`src/rtl/sequence_generator.sv`:
```
`default_nettype none
// ============================================================================
// Module   : sequence_generator
// Brief    : Captures an 8-bit switch value on a button press and shifts it
//            out LSB first, with optional even parity, BIT_CYCLES per bit.
// Revision : 1.0 - initial release
// ============================================================================
module sequence_generator #(
    parameter int BIT_CYCLES = 1,
    parameter int PARITY_EN  = 0
) (
    input  logic       clk,
    input  logic       rst,
    input  logic       button,
    input  logic [7:0] switch,
    output logic       serial_out,
    output logic       bit_valid,
    output logic [3:0] bit_index,
    output logic       busy,
    output logic       done,
    output logic       led
);

    typedef enum logic [1:0] {
        IDLE = 2'd0,
        SEND = 2'd1,
        DONE = 2'd2
    } state_t;

    localparam logic [3:0] c_LAST_BIT = (PARITY_EN != 0) ? 4'd8 : 4'd7;
    localparam logic [7:0] c_DIV_LAST = 8'(BIT_CYCLES - 1);

    state_t     r_state;
    logic [7:0] r_shift;
    logic [7:0] r_div;
    logic [3:0] r_bit;
    logic       r_parity;
    logic       r_led;
    logic       w_legal;

    assign w_legal = (r_state == IDLE) || (r_state == SEND) || (r_state == DONE);

    // A button press restarts the frame from any legal state, so the capture
    // path is shared ahead of the per-state behaviour.
    always_ff @(posedge clk or posedge rst) begin
        if (rst) begin
            r_state  <= IDLE;
            r_shift  <= 8'd0;
            r_div    <= 8'd0;
            r_bit    <= 4'd0;
            r_parity <= 1'b0;
            r_led    <= 1'b0;
        end else begin
            if (button) begin
                r_led <= 1'b0;
            end
            if (!w_legal) begin
                r_state <= IDLE;
            end else if (button) begin
                r_shift  <= switch;
                r_bit    <= 4'd0;
                r_div    <= 8'd0;
                r_parity <= ^switch;
                r_state  <= SEND;
            end else begin
                case (r_state)
                    SEND: begin
                        if (r_div == c_DIV_LAST) begin
                            r_div   <= 8'd0;
                            r_shift <= {1'b0, r_shift[7:1]};
                            r_bit   <= r_bit + 4'd1;
                            if (r_bit == c_LAST_BIT) begin
                                r_state <= DONE;
                                r_led   <= 1'b1;
                            end
                        end else begin
                            r_div <= r_div + 8'd1;
                        end
                    end
                    DONE:    r_state <= IDLE;
                    default: r_state <= r_state;
                endcase
            end
        end
    end

    // The data bits are exhausted by the time index 8 is reached, so the
    // parity bit comes from its own register.
    assign serial_out = (r_state == SEND) &&
                        ((r_bit == 4'd8) ? r_parity : r_shift[0]);
    assign bit_valid  = (r_state == SEND) && (r_div == 8'd0);
    assign bit_index  = (r_state == SEND) ? r_bit : 4'd0;
    assign busy       = (r_state == SEND);
    assign done       = (r_state == DONE);
    assign led        = r_led;

endmodule
`default_nettype wire

```
`config.mk`:
```
export PLATFORM = sky130hd
export DESIGN_NAME = sequence_generator
export DESIGN_NICKNAME = d
export VERILOG_FILES = /design/src/rtl/sequence_generator.sv
export SDC_FILE = /design/constraint.sdc
export NUM_CORES = 1
export LEC_CHECK = 0
export ABC_AREA = 0
export CAP_MARGIN = 20
export CORE_ASPECT_RATIO = 0.5
export CORE_UTILIZATION = 25
export CTS_BUF_LIST = sky130_fd_sc_hd__clkbuf_16
export DETAILED_ROUTE_END_ITERATION = 7
export GPL_ROUTABILITY_DRIVEN = 0
export SYNTH_ARGS = -nofsm -noshare
export SYNTH_HDL_FRONTEND = slang
export SYNTH_SLANG_ARGS = --single-unit
```
`constraint.sdc`:
```
create_clock -name clk -period 2 [get_ports clk]
set_input_delay 0.6 -clock clk [delete_from_list [all_inputs] [get_ports clk]]
set_output_delay 0.6 -clock clk [all_outputs]
set_load 0.02 [all_outputs]
```
==> results_dict.tcl, run 1 <==
set metrics [dict create \
    grt_pass1_vias 1171 \
    layout_min_cycle_time_ns 2.26 \
    htree_levels 1 \
    dp_cells 257 \
    switching_share_pct 30.6 \
    cts_tree "done" \
    placement_rows 18 \
    cts_buffer_depth 2 \
    critPathArrivalTime_ns 1.66 \
    seq_power_share_pct 32.6 \
    yosysUniqueCellTypes 36 \
    finalHoldViolCount 0 \
    max_stage_delay_ns 0.49 \
    syn_nets 153 \
    period_share_pct 113 \
    synthCells 138 \
    cts.reportedPaths.clkPinSlew_ns 0.06 \
    ys_seq_area_share_pct 45.7 \
    power_density_nw_per_um2 945 \
    setup_viol 5 \
    outcome "finished with violations" \
    tightest_slew_ns 0.318 \
    io_pins 20 \
    path_delay_family "simple AND/OR/NAND/NOR gates" \
    area_delta_synth_final_pct 53.9 \
    intPower_mw 1.33 \
    final_common_cell "buf_4" \
    num_vias 1161 \
    wl_per_cell_um 11.8 \
    fin_cells 264 \
    fin_nets 210 \
    vias_per_cell 4.40 \
    initial_core_util_pct 26.3 \
    worst_slack_ns -0.258 \
    peakVddDrop_mv 0.337 \
    drv_cap 0 \
    die_h_um 53.3 \
    crit_chain "inv_1, ha_1, or4b_4, nor3_4, buf_6" \
    combinationalPowerShare_pct 36.8 \
    avgSynthCellArea_sq_um 9.52 \
    cp_num_buf_inv 2 \
    p_leak_nw 0.900 \
    postCtsHoldBufs 0 \
    relSlewSlack_pct 78.8 \
    cts_root_buffer "clkbuf_16" \
    grt_remaining_overflow 0 \
    die_area_sq_um 5570 \
    clock_sinks 24 \
    drt_iter0_markers 27 \
    cts_made_buffers 3 \
    critPathSlowestCell "or4b_4" \
    antenna_found_initial 0 \
    synth-seq-cells 24 \
    grt_pass1_wl_um 5450 \
    grt_setup_unrepaired "true" \
    dp_hpwl_um 2310 \
    core-area_sq_um 5000 \
    synth_edf_count 0 \
    critPathRequiredTime_ns 1.40 \
    ys.flop_type "dfrtp_1" \
    layout_common_cells "buf_4, dfrtp_1, nor2_1, clkdlybuf4s50_1" \
    finClkSkew_ns 0.00379 \
    grt.total_usage_pct 13.0 \
    hp-class "reg2reg" \
    synthesis.area_sq_um 1310 \
    drive_above_1_share_pct 37.1 \
    setup_tns_ns -0.636 \
    port_buffers 19 \
    die_x_um 105 \
    ant_nets 0 \
    yosysWarnings 0 \
    grt_max_degree 25 \
    end_kind "output pin" \
    clkPwrFrac_pct 30.6 \
    fillers 504 \
    cp-start-kind "register" \
    worstSetupPathType "reg2out" \
    fmax_ghz 0.443 \
    violations "setup timing" \
    drc 0 \
    insertion_delay_ns 0.26 \
    maxSlewViolCount 0 \
    diodes 0 \
    wl_um 3130 \
    path_max_fanout 2 \
    async_flop_share_pct 100 \
    first_pass_iters 4 \
    total_power_mw 1.91 \
    switchingPower_uw 585 \
]
[power by group through the flow]
stage          Sequential, mW  Clock, mW  Combinational [mW]
6_report                0.623      0.585               0.703
5_1_grt                 0.635      0.625               0.781
4_1_cts                 0.615      0.596               0.637
3_5_place_dp            0.623          0               0.628
3_3_place_gp            0.619          0               0.622
2_1_floorplan           0.621          0               0.306
[worst paths after layout]
kind / startpoint / to / slack, ns / depth (start not counted)
max: r_div[1]$_DFFE_PP0P_ / bit_valid / -0.26 / 5
min: r_shift[0]$_DFFE_PP0P_ / r_shift[0]$_DFFE_PP0P_ / 0.49 / 2
max reg2reg: r_div[1]$_DFFE_PP0P_ / r_bit[3]$_DFFE_PP0P_ / -0.18 / 7
min reg2reg: r_shift[0]$_DFFE_PP0P_ / r_shift[0]$_DFFE_PP0P_ / 0.49 / 2
max in group asynchronous: rst / r_parity$_DFFE_PP0P_ / 1.08 / 3
min in group asynchronous: rst / r_div[2]$_DFFE_PP0P_ / 0.68 / 3
[registers in the layout, summed over array words and instances (netlist names)]
register,flops
led,1
r_bit,4
r_div,8
r_parity,1
r_shift,8
r_state,2
[what timing repair did]
action,CTS,global route
buffers inserted,0,2
gates resized for setup,35,35
gates cloned,1,0
setup endpoints to repair,20,26
pin swaps,3,3
hold endpoints to repair,0,0
[synthesized netlist by cell type (all sizes together), types with 2 or more instances]
library cell,count,area (sq um)
clkbuf,4,15.0
mux2i,8,80.1
xnor2,10,87.6
a21oi,3,15.0
o2111ai,2,17.5
buf,2,8.75
inv,6,22.5
nand2,5,18.8
nand3,2,10.0
nor2b,2,12.5
xor2,3,26.3
a211oi,2,15.0
nand2b,3,18.8
nor4,2,12.5
o21ai,20,100
nor2,17,63.8
and2,2,12.5
ha,4,50.1
o22ai,2,12.5
dfrtp,24,601
[stage by stage]
step | util [%] | hold WS (ns) | setup slack (ns) | area [sq um]
detailed placement | 37.0 | 0.495 | -0.438 | 1850
global placement | 37.0 | 0.481 | -0.430 | 1850
floorplan | - | 0.472 | -0.00245 | 1330
CTS | 39.4 | 0.510 | -0.264 | 1970
global route | 40.4 | 0.523 | -0.329 | 2020
finish | 40.4 | 0.485 | -0.258 | 2020
[cells by family (layout without fill, tap and decap cells)]
group / count (synthesis) / in the layout / share of synthesized area (%)
adders and majority gates: 4 / 4 / 3.81
muxes: 8 / 8 / 6.10
DFF: 24 / 24 / 45.7
and+or+nand+nor: 42 / 43 / 16.4
xor gates and xnor gates: 13 / 13 / 8.67
AOI/OAI and AO/OA: 34 / 34 / 15.5
buffers and inverters: 13 / 68 / 3.81
[area by class of cell]
type                            count  area [sq um]  area share, %
Multi-Input combinational cell    102           754           37.3
Sequential cell                    24           601           29.7
Timing Repair Buffer               57           448           22.2
Tap cell                           70          87.6           4.33
Clock buffer                        3          75.1           3.71
Clock inverter                      1          30.0           1.49
Inverter                            7          26.3           1.30
[layer usage]
metal	part of all wire [%]	global-route usage [%]	vias up
li1	-	-	596
met1	50	16.2	544
met2	47	22.8	19
met3	3.1	3.69	2
met4	0.32	2.86	0
met5	0	0	-
[worst register-to-register path, cell delays in order (launching register included)]
cell,delay (ns)
dfrtp_1,0.38
inv_1,0.07
ha_1,0.16
or4b_4,0.49
buf_4,0.16
o21ba_4,0.24
or4_4,0.48
a21oi_2,0.12
Power figures use the tool's default switching activity.
==> run 2, diff against run 1 <==
--- a/config.mk
+++ b/config.mk
@@ -9,9 +9,10 @@
 export CAP_MARGIN = 20
 export CORE_ASPECT_RATIO = 0.5
 export CORE_UTILIZATION = 25
-export CTS_BUF_LIST = sky130_fd_sc_hd__clkbuf_16
+export CTS_BUF_LIST = sky130_fd_sc_hd__clkbuf_8 sky130_fd_sc_hd__clkbuf_16
 export DETAILED_ROUTE_END_ITERATION = 7
 export GPL_ROUTABILITY_DRIVEN = 0
+export PLACE_DENSITY_LB_ADDON = 0.12
 export SYNTH_ARGS = -nofsm -noshare
 export SYNTH_HDL_FRONTEND = slang
 export SYNTH_SLANG_ARGS = --single-unit
==> run 2 against run 1 <==
  * The flow still finishes with violations (setup timing)
  * Die area unchanged
  * Combinational power up 14%
  * Maximum frequency rose by 1.2%
  * Design area rose by 4.5%
  * Clock-buffer cell count stayed put
  * Via count up 3.9%
  * Clock power shrank 49%
  * Critical path type unchanged
  * Largest power group unchanged
  * Highest routed layer unchanged
==> results_dict.tcl, run 2 (synthesis results as in run 1) <==
set metrics [dict create \
    outcome "finished with violations" \
    violations "setup timing" \
    p_leak_nw 0.930 \
    grt_pass1_vias 1150 \
    initial_core_util_pct 26.3 \
    worstSetupPathType "reg2out" \
    cts_buffer_depth 2 \
    layout_common_cells "buf_4, dfrtp_1, nor2_1, o21ai_2, clkdlybuf4s50_1" \
    grt_setup_unrepaired "true" \
    final_area_sq_um 2110 \
    layout_min_cycle_time_ns 2.23 \
    first_pass_iters 4 \
    drive_above_1_share_pct 44.2 \
    holdCritStartpoint "r_shift[6]$_DFFE_PP0P_" \
    r2r_cells 8 \
    min_path_cells 2 \
    grt_remaining_overflow 0 \
    peakVddDrop_mv 0.293 \
    grt.total_usage_pct 13.8 \
    path_max_fanout 2 \
    io_pins 20 \
    cp-start-kind "register" \
    finClkSkew_ns 0.00412 \
    crit_chain "inv_2, ha_1, or4b_4, nor3_4, buf_6" \
    postCtsHoldBufs 0 \
    fin_nets 216 \
    cts_made_buffers 3 \
    wl_um 3500 \
    final_common_cell "buf_4" \
    clock_sinks 24 \
    tightest_slew_ns 0.424 \
    reg2reg_from "r_div[0]$_DFFE_PP0P_" \
    grt_pass1_wl_um 5800 \
    critPathSlowestCell "or4b_4" \
    drc 0 \
    drt_iter0_markers 19 \
    insertion_delay_ns 0.27 \
    fin_cells 269 \
    end_kind "output pin" \
    die_x_um 105 \
    critPathArrivalTime_ns 1.63 \
    placement_rows 18 \
    postPlaceCellArea_sq_um 1830 \
    maxSlewViolCount 0 \
    hp-class "reg2reg" \
    num_vias 1206 \
    vias_per_cell 4.48 \
    die_h_um 53.3 \
    htree_levels 1 \
    wl_per_cell_um 13.0 \
    setup_viol 16 \
    cts_root_buffer "clkbuf_8" \
    drv_cap 0 \
    cts.reportedPaths.clkPinSlew_ns 0.09 \
    fmax_ghz 0.448 \
    antenna_found_initial 0 \
    die_area_sq_um 5570 \
    dp_hpwl_um 2530 \
    path_delay_family "simple AND/OR/NAND/NOR gates" \
    cts_tree "done" \
    power_density_nw_per_um2 818 \
    ant_nets 0 \
    relSlewSlack_pct 71.6 \
    core-area_sq_um 5000 \
    fin_util_pct 42.3 \
    reg2reg_to "r_bit[3]$_DFFE_PP0P_" \
    min_to "r_shift[6]$_DFFE_PP0P_" \
    dp_cells 255 \
    setup_tns_ns -1.75 \
    cp_num_buf_inv 2 \
    regToRegSetupSlack_ns -0.22 \
    period_share_pct 112 \
    area_delta_synth_final_pct 60.9 \
    finalHoldViolCount 0 \
    total_power_mw 1.73 \
    critPathRequiredTime_ns 1.40 \
    worst_slack_ns -0.230 \
    reg_top3 "r_div (8), r_shift (8), r_bit (4)" \
    port_buffers 19 \
    diodes 0 \
    fin_hold_ws_ns 0.496 \
    max_stage_delay_ns 0.48 \
    pre_cts_ws_ns -0.460 \
    grt_max_degree 25 \
]
-- run 2: cell count changes in the layout (fill, tap and decap cells not counted), sizes merged --
cell	change
buf	+3
clkbuf	+2
bufinv	-1
dlygate4sd2	+1
-- run 2: final cells by class --
cell class | instances | area, sq um
fill | 510 | 2890
clock buffer | 3 | 41.3
sequential | 24 | 601
tap | 70 | 87.6
inverter | 7 | 27.5
multi-input combinational | 102 | 827
timing repair buffer | 63 | 529
-- run 2: worst max-delay path by stage --
stage,cells after the start,endpoint,start,slack [ns]
final,5,bit_valid,r_div[0]$_DFFE_PP0P_,-0.23
after global placement,5,bit_valid,r_div[0]$_DFFE_PP0P_,-0.45
after CTS,5,bit_valid,r_div[0]$_DFFE_PP0P_,-0.25
after detailed placement,5,bit_valid,r_div[0]$_DFFE_PP0P_,-0.46
after floorplan,7,r_shift[7]$_DFFE_PP0P_,r_div[0]$_DFFE_PP0P_,-0.002
after global routing,5,bit_valid,r_div[0]$_DFFE_PP0P_,-0.30
-- run 2: worst register-to-register path, cell delays in order, from the launching register on --
cell and delay [ns]:
dfrtp_1 0.39, inv_2 0.05, ha_1 0.12, or4b_4 0.48, buf_4 0.16, buf_6 0.11
o21ba_4 0.22, or4_4 0.48, a21oi_2 0.14
-- run 2: routing by layer --
metal	part of all wire [%]	vias to the layer above	track usage, %
met1	52	583	18.0
met5	0	-	0
met3	2.2	4	3.33
met2	45	15	24.1
met4	0.89	0	1.43
li1	-	604	-
-- run 2: timing repair --
action                                  CTS  global route
endpoints found under the hold margin     0             0
cloned                                    1             1
resized for setup                        39            46
buffers inserted                          4             5
pin swaps                                 4            12
endpoints found under the setup margin   26            25
-- run 2: where the power goes --
| group | total, mW | switching [mW] | leakage, nW | internal, mW |
|---|---|---|---|---|
| logic | 0.803 | 0.394 | 0.598 | 0.409 |
| registers | 0.626 | 0.0555 | 0.310 | 0.570 |
| clock network | 0.301 | 0.166 | 0.0216 | 0.135 |
| total | 1.73 | 0.615 | 0.930 | 1.11 |
